`src/rtl/mapper_pkg.sv`:
```
// Shared constants and types for the MegaMapper Z80 bus front-end.
package mapper_pkg;

    localparam int unsigned OFS_ISR   = 0;
    localparam int unsigned OFS_STAT  = 1;
    localparam int unsigned OFS_TRAP  = 2;
    localparam int unsigned OFS_TADDR = 3;
    localparam int unsigned OFS_CTRL  = 4;

    typedef enum logic [2:0] {
        PFX_NONE = 3'd0,
        PFX_CB   = 3'd1,
        PFX_ED   = 3'd2,
        PFX_DD   = 3'd3,
        PFX_FD   = 3'd4,
        PFX_IXCB = 3'd5
    } prefix_e;

    typedef enum logic [1:0] {
        ST_IDLE,
        ST_CB,
        ST_ED,
        ST_IX
    } pfx_state_e;

    typedef struct packed {
        logic rd_n;
        logic wr_n;
        logic iorq_n;
        logic mreq_n;
        logic m1_n;
        logic refresh_n;
    } strobes_t;

endpackage

```
`src/rtl/mapper_bus_sync.sv`:
```
// Two-stage synchroniser for the Z80 bus plus a third stage for rising-edge detection.
module bus_sync
    import mapper_pkg::*;
(
    input  logic       clk,
    input  logic       reset_n,
    input  logic [7:0] addr,
    input  logic [7:0] data,
    input  strobes_t   strb,
    output logic [7:0] addr_q,
    output logic [7:0] data_q,
    output strobes_t   strb_q,
    output strobes_t   rise
);

    logic [7:0] addr_s1, addr_s2, addr_s3;
    logic [7:0] data_s1, data_s2, data_s3;
    strobes_t   strb_s1, strb_s2, strb_s3;

    always_ff @(posedge clk) begin
        if (!reset_n) begin
            addr_s1 <= '0;
            addr_s2 <= '0;
            addr_s3 <= '0;
            data_s1 <= '0;
            data_s2 <= '0;
            data_s3 <= '0;
            strb_s1 <= '1;
            strb_s2 <= '1;
            strb_s3 <= '1;
        end else begin
            addr_s1 <= addr;
            addr_s2 <= addr_s1;
            addr_s3 <= addr_s2;
            data_s1 <= data;
            data_s2 <= data_s1;
            data_s3 <= data_s2;
            strb_s1 <= strb;
            strb_s2 <= strb_s1;
            strb_s3 <= strb_s2;
        end
    end

    // Event values are taken from s3: the last sample with the strobe still low.
    assign addr_q = addr_s3;
    assign data_q = data_s3;
    assign strb_q = strb_s3;
    assign rise   = strb_s2 & ~strb_s3;

endmodule

```
`src/rtl/mapper_bus_ctrl.sv`:
```
// MegaMapper Z80 front-end: I/O window decode, control registers, M1 opcode
// capture with prefix tracking, and out-of-window I/O trap with NMI pulse.
module mapper_bus_ctrl
    import mapper_pkg::*;
#(
    parameter logic [7:0]  IO_BASE     = 8'h30,
    parameter int unsigned IO_WIN_BITS = 4,
    parameter int unsigned NUM_CTRL    = 4,
    parameter int unsigned NMI_LEN     = 8
) (
    input  logic                  clk,
    input  logic                  reset_n,
    input  logic [7:0]            addr,
    input  logic [7:0]            data_in,
    output logic [7:0]            data_out,
    output logic                  data_oe,
    input  logic                  wr_n,
    input  logic                  rd_n,
    input  logic                  iorq_n,
    input  logic                  mreq_n,
    input  logic                  m1_n,
    input  logic                  refresh_n,
    output logic                  iorq_sys_n,
    output logic [8*NUM_CTRL-1:0] ctrl_regs,
    output logic                  trap_nmi_n,
    output logic                  isr_valid
);

    localparam int unsigned W  = IO_WIN_BITS;
    localparam int unsigned CW = $clog2(NMI_LEN + 1);

    strobes_t   strb_raw, strb_q, rise;
    logic [7:0] addr_q, data_q;

    assign strb_raw = '{rd_n: rd_n, wr_n: wr_n, iorq_n: iorq_n, mreq_n: mreq_n,
                        m1_n: m1_n, refresh_n: refresh_n};

    bus_sync u_sync (
        .clk    (clk),
        .reset_n(reset_n),
        .addr   (addr),
        .data   (data_in),
        .strb   (strb_raw),
        .addr_q (addr_q),
        .data_q (data_q),
        .strb_q (strb_q),
        .rise   (rise)
    );

    logic unused_strb;
    assign unused_strb = &{rise.iorq_n, rise.mreq_n, rise.m1_n, rise.refresh_n,
                           strb_q.rd_n, strb_q.wr_n};

    logic [7:0]          opcode;
    prefix_e             prefix;
    logic                ovf;
    logic                trap_en;
    logic                trap_pend;
    logic [7:0]          trap_port;
    logic [8*NUM_CTRL-1:0] ctrl_r;
    pfx_state_e          state;
    logic                ix_fd;
    logic [CW-1:0]       nmi_cnt;
    logic                nmi_n;

    // Raw combinational decode
    logic         io_acc, win;
    logic [W-1:0] ofs_raw;

    assign io_acc     = !iorq_n && m1_n;
    assign win        = io_acc && (addr[7:W] == IO_BASE[7:W]);
    assign ofs_raw    = addr[W-1:0];
    assign iorq_sys_n = iorq_n || win || (io_acc && trap_en);
    assign data_oe    = win && !rd_n;

    always_comb begin
        data_out = 8'hFF;
        if (win) begin
            if (ofs_raw == W'(OFS_ISR))
                data_out = opcode;
            else if (ofs_raw == W'(OFS_STAT))
                data_out = {isr_valid, ovf, trap_pend, 2'b00, prefix};
            else if (ofs_raw == W'(OFS_TRAP))
                data_out = {7'd0, trap_en};
            else if (ofs_raw == W'(OFS_TADDR))
                data_out = trap_port;
            for (int unsigned k = 0; k < NUM_CTRL; k++)
                if (ofs_raw == W'(OFS_CTRL + k))
                    data_out = ctrl_r[8*k +: 8];
        end
    end

    // Synchronised bus events
    logic         io_ev, win_q, rd_win, wr_win, trap_ev, fetch_ev, isr_clr;
    logic [W-1:0] ofs_q;

    assign io_ev    = (rise.rd_n || rise.wr_n) && !strb_q.iorq_n && strb_q.m1_n;
    assign win_q    = addr_q[7:W] == IO_BASE[7:W];
    assign ofs_q    = addr_q[W-1:0];
    assign rd_win   = io_ev && win_q && rise.rd_n;
    assign wr_win   = io_ev && win_q && rise.wr_n;
    assign trap_ev  = io_ev && !win_q && trap_en && !trap_pend;
    assign fetch_ev = rise.rd_n && !strb_q.mreq_n && !strb_q.m1_n && strb_q.refresh_n;
    assign isr_clr  = rd_win && (ofs_q == W'(OFS_ISR));

    // Prefix FSM next-state and commit decision
    logic       cm_en;
    prefix_e    cm_pfx;
    logic [7:0] cm_op;
    pfx_state_e st_nxt;
    logic       ix_fd_nxt;

    always_comb begin
        cm_en     = 1'b0;
        cm_pfx    = PFX_NONE;
        cm_op     = data_q;
        st_nxt    = state;
        ix_fd_nxt = ix_fd;
        if (fetch_ev) begin
            unique case (state)
                ST_IDLE: begin
                    if (data_q == 8'hCB)      st_nxt = ST_CB;
                    else if (data_q == 8'hED) st_nxt = ST_ED;
                    else if (data_q == 8'hDD || data_q == 8'hFD) begin
                        st_nxt    = ST_IX;
                        ix_fd_nxt = (data_q == 8'hFD);
                    end else
                        cm_en = 1'b1;
                end
                ST_CB: begin
                    cm_en  = 1'b1;
                    cm_pfx = PFX_CB;
                    st_nxt = ST_IDLE;
                end
                ST_ED: begin
                    cm_en  = 1'b1;
                    cm_pfx = PFX_ED;
                    st_nxt = ST_IDLE;
                end
                ST_IX: begin
                    if (data_q == 8'hCB) begin
                        cm_en  = 1'b1;
                        cm_pfx = PFX_IXCB;
                        cm_op  = 8'hCB;
                        st_nxt = ST_IDLE;
                    end else if (data_q == 8'hDD || data_q == 8'hFD) begin
                        ix_fd_nxt = (data_q == 8'hFD);
                    end else if (data_q == 8'hED) begin
                        st_nxt = ST_ED;
                    end else begin
                        cm_en  = 1'b1;
                        cm_pfx = ix_fd ? PFX_FD : PFX_DD;
                        st_nxt = ST_IDLE;
                    end
                end
                default: st_nxt = ST_IDLE;
            endcase
        end
    end

    always_ff @(posedge clk) begin
        if (!reset_n) begin
            opcode    <= '0;
            prefix    <= PFX_NONE;
            isr_valid <= 1'b0;
            ovf       <= 1'b0;
            trap_en   <= 1'b0;
            trap_pend <= 1'b0;
            trap_port <= '0;
            ctrl_r    <= '0;
            state     <= ST_IDLE;
            ix_fd     <= 1'b0;
            nmi_cnt   <= '0;
            nmi_n     <= 1'b1;
        end else begin
            if (isr_clr) begin
                isr_valid <= 1'b0;
                ovf       <= 1'b0;
            end
            // A forced same-cycle commit overrides the read-clear, leaving ovf clear.
            if (cm_en) begin
                opcode    <= cm_op;
                prefix    <= cm_pfx;
                isr_valid <= 1'b1;
                ovf       <= isr_valid && !isr_clr;
            end
            state <= st_nxt;
            ix_fd <= ix_fd_nxt;

            if (wr_win && ofs_q == W'(OFS_TRAP))
                trap_en <= data_q[0];
            for (int unsigned k = 0; k < NUM_CTRL; k++)
                if (wr_win && ofs_q == W'(OFS_CTRL + k))
                    ctrl_r[8*k +: 8] <= data_q;

            if (rd_win && ofs_q == W'(OFS_TADDR))
                trap_pend <= 1'b0;
            if (trap_ev) begin
                trap_pend <= 1'b1;
                trap_port <= addr_q;
                nmi_cnt   <= CW'(NMI_LEN);
            end else if (nmi_cnt != '0) begin
                nmi_cnt <= nmi_cnt - 1'b1;
            end
            nmi_n <= (nmi_cnt == '0);
        end
    end

    assign ctrl_regs  = ctrl_r;
    assign trap_nmi_n = nmi_n;

endmodule

```
`config.mk`:
```
export PLATFORM = sky130hd
export DESIGN_NAME = mapper_bus_ctrl
export DESIGN_NICKNAME = d
export VERILOG_FILES = /design/src/rtl/mapper_pkg.sv /design/src/rtl/mapper_bus_sync.sv /design/src/rtl/mapper_bus_ctrl.sv
export SDC_FILE = /design/constraint.sdc
export NUM_CORES = 1
export LEC_CHECK = 0
export ABC_AREA = 1
export CORE_UTILIZATION = 49
export CTS_CLUSTER_DIAMETER = 30
export DETAILED_ROUTE_END_ITERATION = 8
export GPL_TIMING_DRIVEN = 0
export PLACE_DENSITY = 0.75
export SYNTH_ARGS = -nofsm -noshare
export SYNTH_HDL_FRONTEND = slang
export SYNTH_SLANG_ARGS = --single-unit
```
`constraint.sdc`:
```
create_clock -name clk -period 1.5 [get_ports clk]
set_input_delay 0.3 -clock clk [delete_from_list [all_inputs] [get_ports clk]]
set_output_delay 0.3 -clock clk [all_outputs]
set_load 0.02 [all_outputs]
```
==> results of run 1 <==
timing repair:
action / CTS / global route
endpoints found under the hold margin: 3 / 0
endpoints found under the setup margin: 93 / 117
gates resized for setup: 286 / 197
gates cloned: 4 / 4
pin swaps: 25 / 72
hold buffers: 3 / 0
setup buffers: 14 / 34
state kept, by name (all words and copies together), names as in the netlist:
| signal | cells |
|---|---|
| ctrl_regs | 32 |
| u_sync.strb_s2 | 6 |
| isr_valid | 1 |
| trap_port | 8 |
| trap_en | 1 |
| ovf | 1 |
| nmi_cnt | 4 |
| u_sync.strb_q | 6 |
| u_sync.strb_s1 | 6 |
| u_sync.data_s2 | 8 |
| u_sync.addr_q | 8 |
| prefix | 3 |
| trap_nmi_n | 1 |
| u_sync.addr_s1 | 8 |
| u_sync.data_s1 | 8 |
| u_sync.addr_s2 | 8 |
| u_sync.data_q | 8 |
| state | 2 |
| ix_fd | 1 |
| opcode | 8 |
| trap_pend | 1 |
power groups by stage:
stage | registers (mW) | clock network, mW | logic [mW]
after detailed placement | 3.70 | 0 | 0.655
after global placement | 3.69 | 0 | 0.610
after CTS | 3.62 | 4.29 | 0.691
after global routing | 3.63 | 4.50 | 0.864
final | 3.62 | 4.33 | 0.785
after floorplan | 3.69 | 0 | 0.430
critical path: cells and delay by family, from the launching register on:
| kind | cells | cell delay [ns] |
|---|---|---|
| and+or+nand+nor | 3 | 0.38 |
| DFF | 1 | 0.34 |
| AOI/OAI and AO/OA | 3 | 0.45 |
| buffers and inverters | 1 | 0.12 |
worst paths after layout:
| check | from | end | slack [ns] |
|---|---|---|---|
| setup / recovery | trap_port[0] | data_out[0] | -0.61 |
| setup reg to reg | u_sync.addr_q[5] | ctrl_regs[14] | -0.19 |
| hold / removal | addr[2] | u_sync.addr_s1[2] | 0.03 |
| hold reg to reg | u_sync.data_s2[5] | u_sync.data_q[5] | 0.40 |
cell type report:
| cell class | count | area, um2 |
|---|---|---|
| sequential | 129 | 2640 |
| fill | 557 | 2080 |
| clock inverter | 15 | 196 |
| clock buffer | 17 | 414 |
| inverter | 96 | 365 |
| buffer | 24 | 194 |
| multi-input combinational | 438 | 2810 |
| timing repair buffer | 126 | 1090 |
| tap | 133 | 166 |
stage by stage:
stage                     instances  instance area, um2
after CTS                       940                6950
final                           978                7870
after global placement          887                5990
after global routing            978                7870
after detailed placement        887                5990
after floorplan                 687                5150
metal layers:
layer	share of wire [%]	wire, um	vias up
met5	0	0	-
met4	6.4	1160	0
met3	8.3	1520	121
li1	-	-	2445
met2	49	8930	337
met1	36	6620	2560
cell usage in the layout (no fill, tap or decap), drive strengths merged, types with 4 or more instances in the layout:
| cell | instances |
|---|---|
| clkbuf | 35 |
| o211ai | 5 |
| nor3 | 5 |
| dfxtp | 129 |
| a21oi | 57 |
| buf | 99 |
| nand3 | 51 |
| clkdlybuf4s15 | 16 |
| or2 | 19 |
| inv | 103 |
| o21ai | 35 |
| nand2 | 170 |
| clkdlybuf4s50 | 13 |
| ha | 4 |
| nor2 | 80 |
cell families after synthesis:
kind of cell    synth area share [%]
compound gates                  10.8
xor+xnor                       0.171
fa+ha+maj                      0.976
buf+inv                         9.78
flops                           50.4
simple gates                    28.0
==> key figures, run 1 <==
Worst setup path
  • Worst r2r path cells: 8
  • CP max stage cell: dfxtp_2
  • Critical path type: flip-flop to output pin
  • Required @ worst endpoint: 1.20 ns
  • Worst setup EP type: output pin
  • Crit path largest cell delay: 0.34 ns
  • Most frequent CP cell: o21ai_1
  • Critical path arrival: 1.81 ns
  • Cells along the critical path: nor2_2, o21ai_1, o21ai_1, nor2_1, o2111ai_1, nand2_1, buf_6
  • Worst-path maximum fanout: 2
  • CP Launch Type: flip-flop

Yosys
  • Asr flop ratio synth: 0%
  • Most frequent cell after synthesis: nand2_1
  • Yosys top cell area share: 50.4%
  • Post-synth top cells: nand2_1 (163), dfxtp_1 (129), inv_1 (94)
  • Yosys cell types: 34
  • Top cells by area, synth: dfxtp_1 (50%), nand2_1 (12%), inv_1 (6.9%)
  • Sequential share of the synthesized area: 50.4%
  • #FFs+latches synth: 129
  • Most common flop cell mapped by yosys: dfxtp_1
  • Number of synthesized flops with an enable pin: 0
  • Syn Inst Count: 687
  • Warnings, synthesis: 0
  • Mapped cell area: 5130 um2
  • Post-Syn Nets: 715
  • Area leader, netlist: dfxtp_1
  • Syn_area_per_cell: 7.47 um2

GRT
  • Total GRT Usage: 27.4%
  • GR Util met3: 5.64%
  • First-pass GRT wire length: 23300 um
  • Met2 usage in global routing: 46.9%
  • Met1 global-route usage: 32.0%
  • Pin count of the biggest net entering global routing: 17
  • GR peak layer: met2
  • Initial antenna violation count: 0
  • Grt ovf: 0
  • Vias in the first global route: 4808

Run status
  • Status: complete, but fails checks
  • Violated checks: negative setup slack

Timing
  • RSZ-0062 raised after global routing: yes
  • Max-slew violation count: 0
  • Final hold violation count: 0
  • Worst-margin pin slew: 0.793 ns
  • Tmin final: 2.11 ns
  • Final WS setup: -0.614 ns
  • Clock Skew: 0.0135 ns
  • Tcrit/Tclk final: 141%
  • Sum Neg Setup Slack: -7.23 ns
  • Final setup violation count: 58
  • Worst slew margin: 47.1%
  • Fmax: 473 MHz
  • Hold Slack: 0.0314 ns

Drt
  • DRT Wirelength: 18200 um
  • DR pass1 iterations: 5
  • Routed wire per std cell: 18.6 um
  • DR iter-0 viols: 568
  • DRC: 0
  • Vias: 5463
  • Vias per cell: 5.59
  • Post-route ant nets: 0

Cells and area
  • N_diodes: 0
  • Share of post-route cells with drive strength above 1: 44.6%
  • Final nets: 860
  • Area grow syn2layout: 53.5%
  • Core Util, Final: 79.1%

Job
  • Max Cap Viol: 0

Power
  • Post-layout power: 8.74 mW
  • Comb pwr share: 9.0%
  • Internal power: 6.45 mW
  • Clock network fraction of total power: 49.6%
  • Psw: 2.29 mW
  • VDD IR-drop max: 802 uV
  • Switching portion of total power: 26.2%
  • Pwr/cell area: 1110 nW/um2
  • Static Leak: 3.57 nW
  • Seq pwr share: 41.4%

Placed design
  • Port Buffers: 67
  • Dpl hpwl: 9220 um
  • Pre-CTS setup slack: -1.33 ns
  • GP Congestion: 0.904

Min path
  • WHS Path Cells: 3
  • Hold/Removal Path Class: primary input to flip-flop

Clocking
  • Clock transition at path regs: 0.06 ns
  • Clock Path Buffers: 2
  • Clk sinks: 129
  • Worst-Skew Late Latency: 0.54 ns
  • CTS root buffer: clkbuf_8
  • CTS HTree Levels: 4
  • Total CTS buffers: 17
  • CTS tree: yes

Die
  • Total core area: 9950 um2
  • Row count: 36
  • Die extent in x: 104 um
  • Initial core utilization: 51.5%
  • # IOs: 68
  • Die Area: 10900 um2
  • Die height: 104 um
Power figures use the tool's default switching activity.
==> inputs of run 2 (changes only) <==
- CTS_CLUSTER_SIZE: unset -> 10
- GPL_ROUTABILITY_DRIVEN: unset -> 1
==> results of run 2 <==
The final DEF is identical to that of run 1; final timing and power are the same.
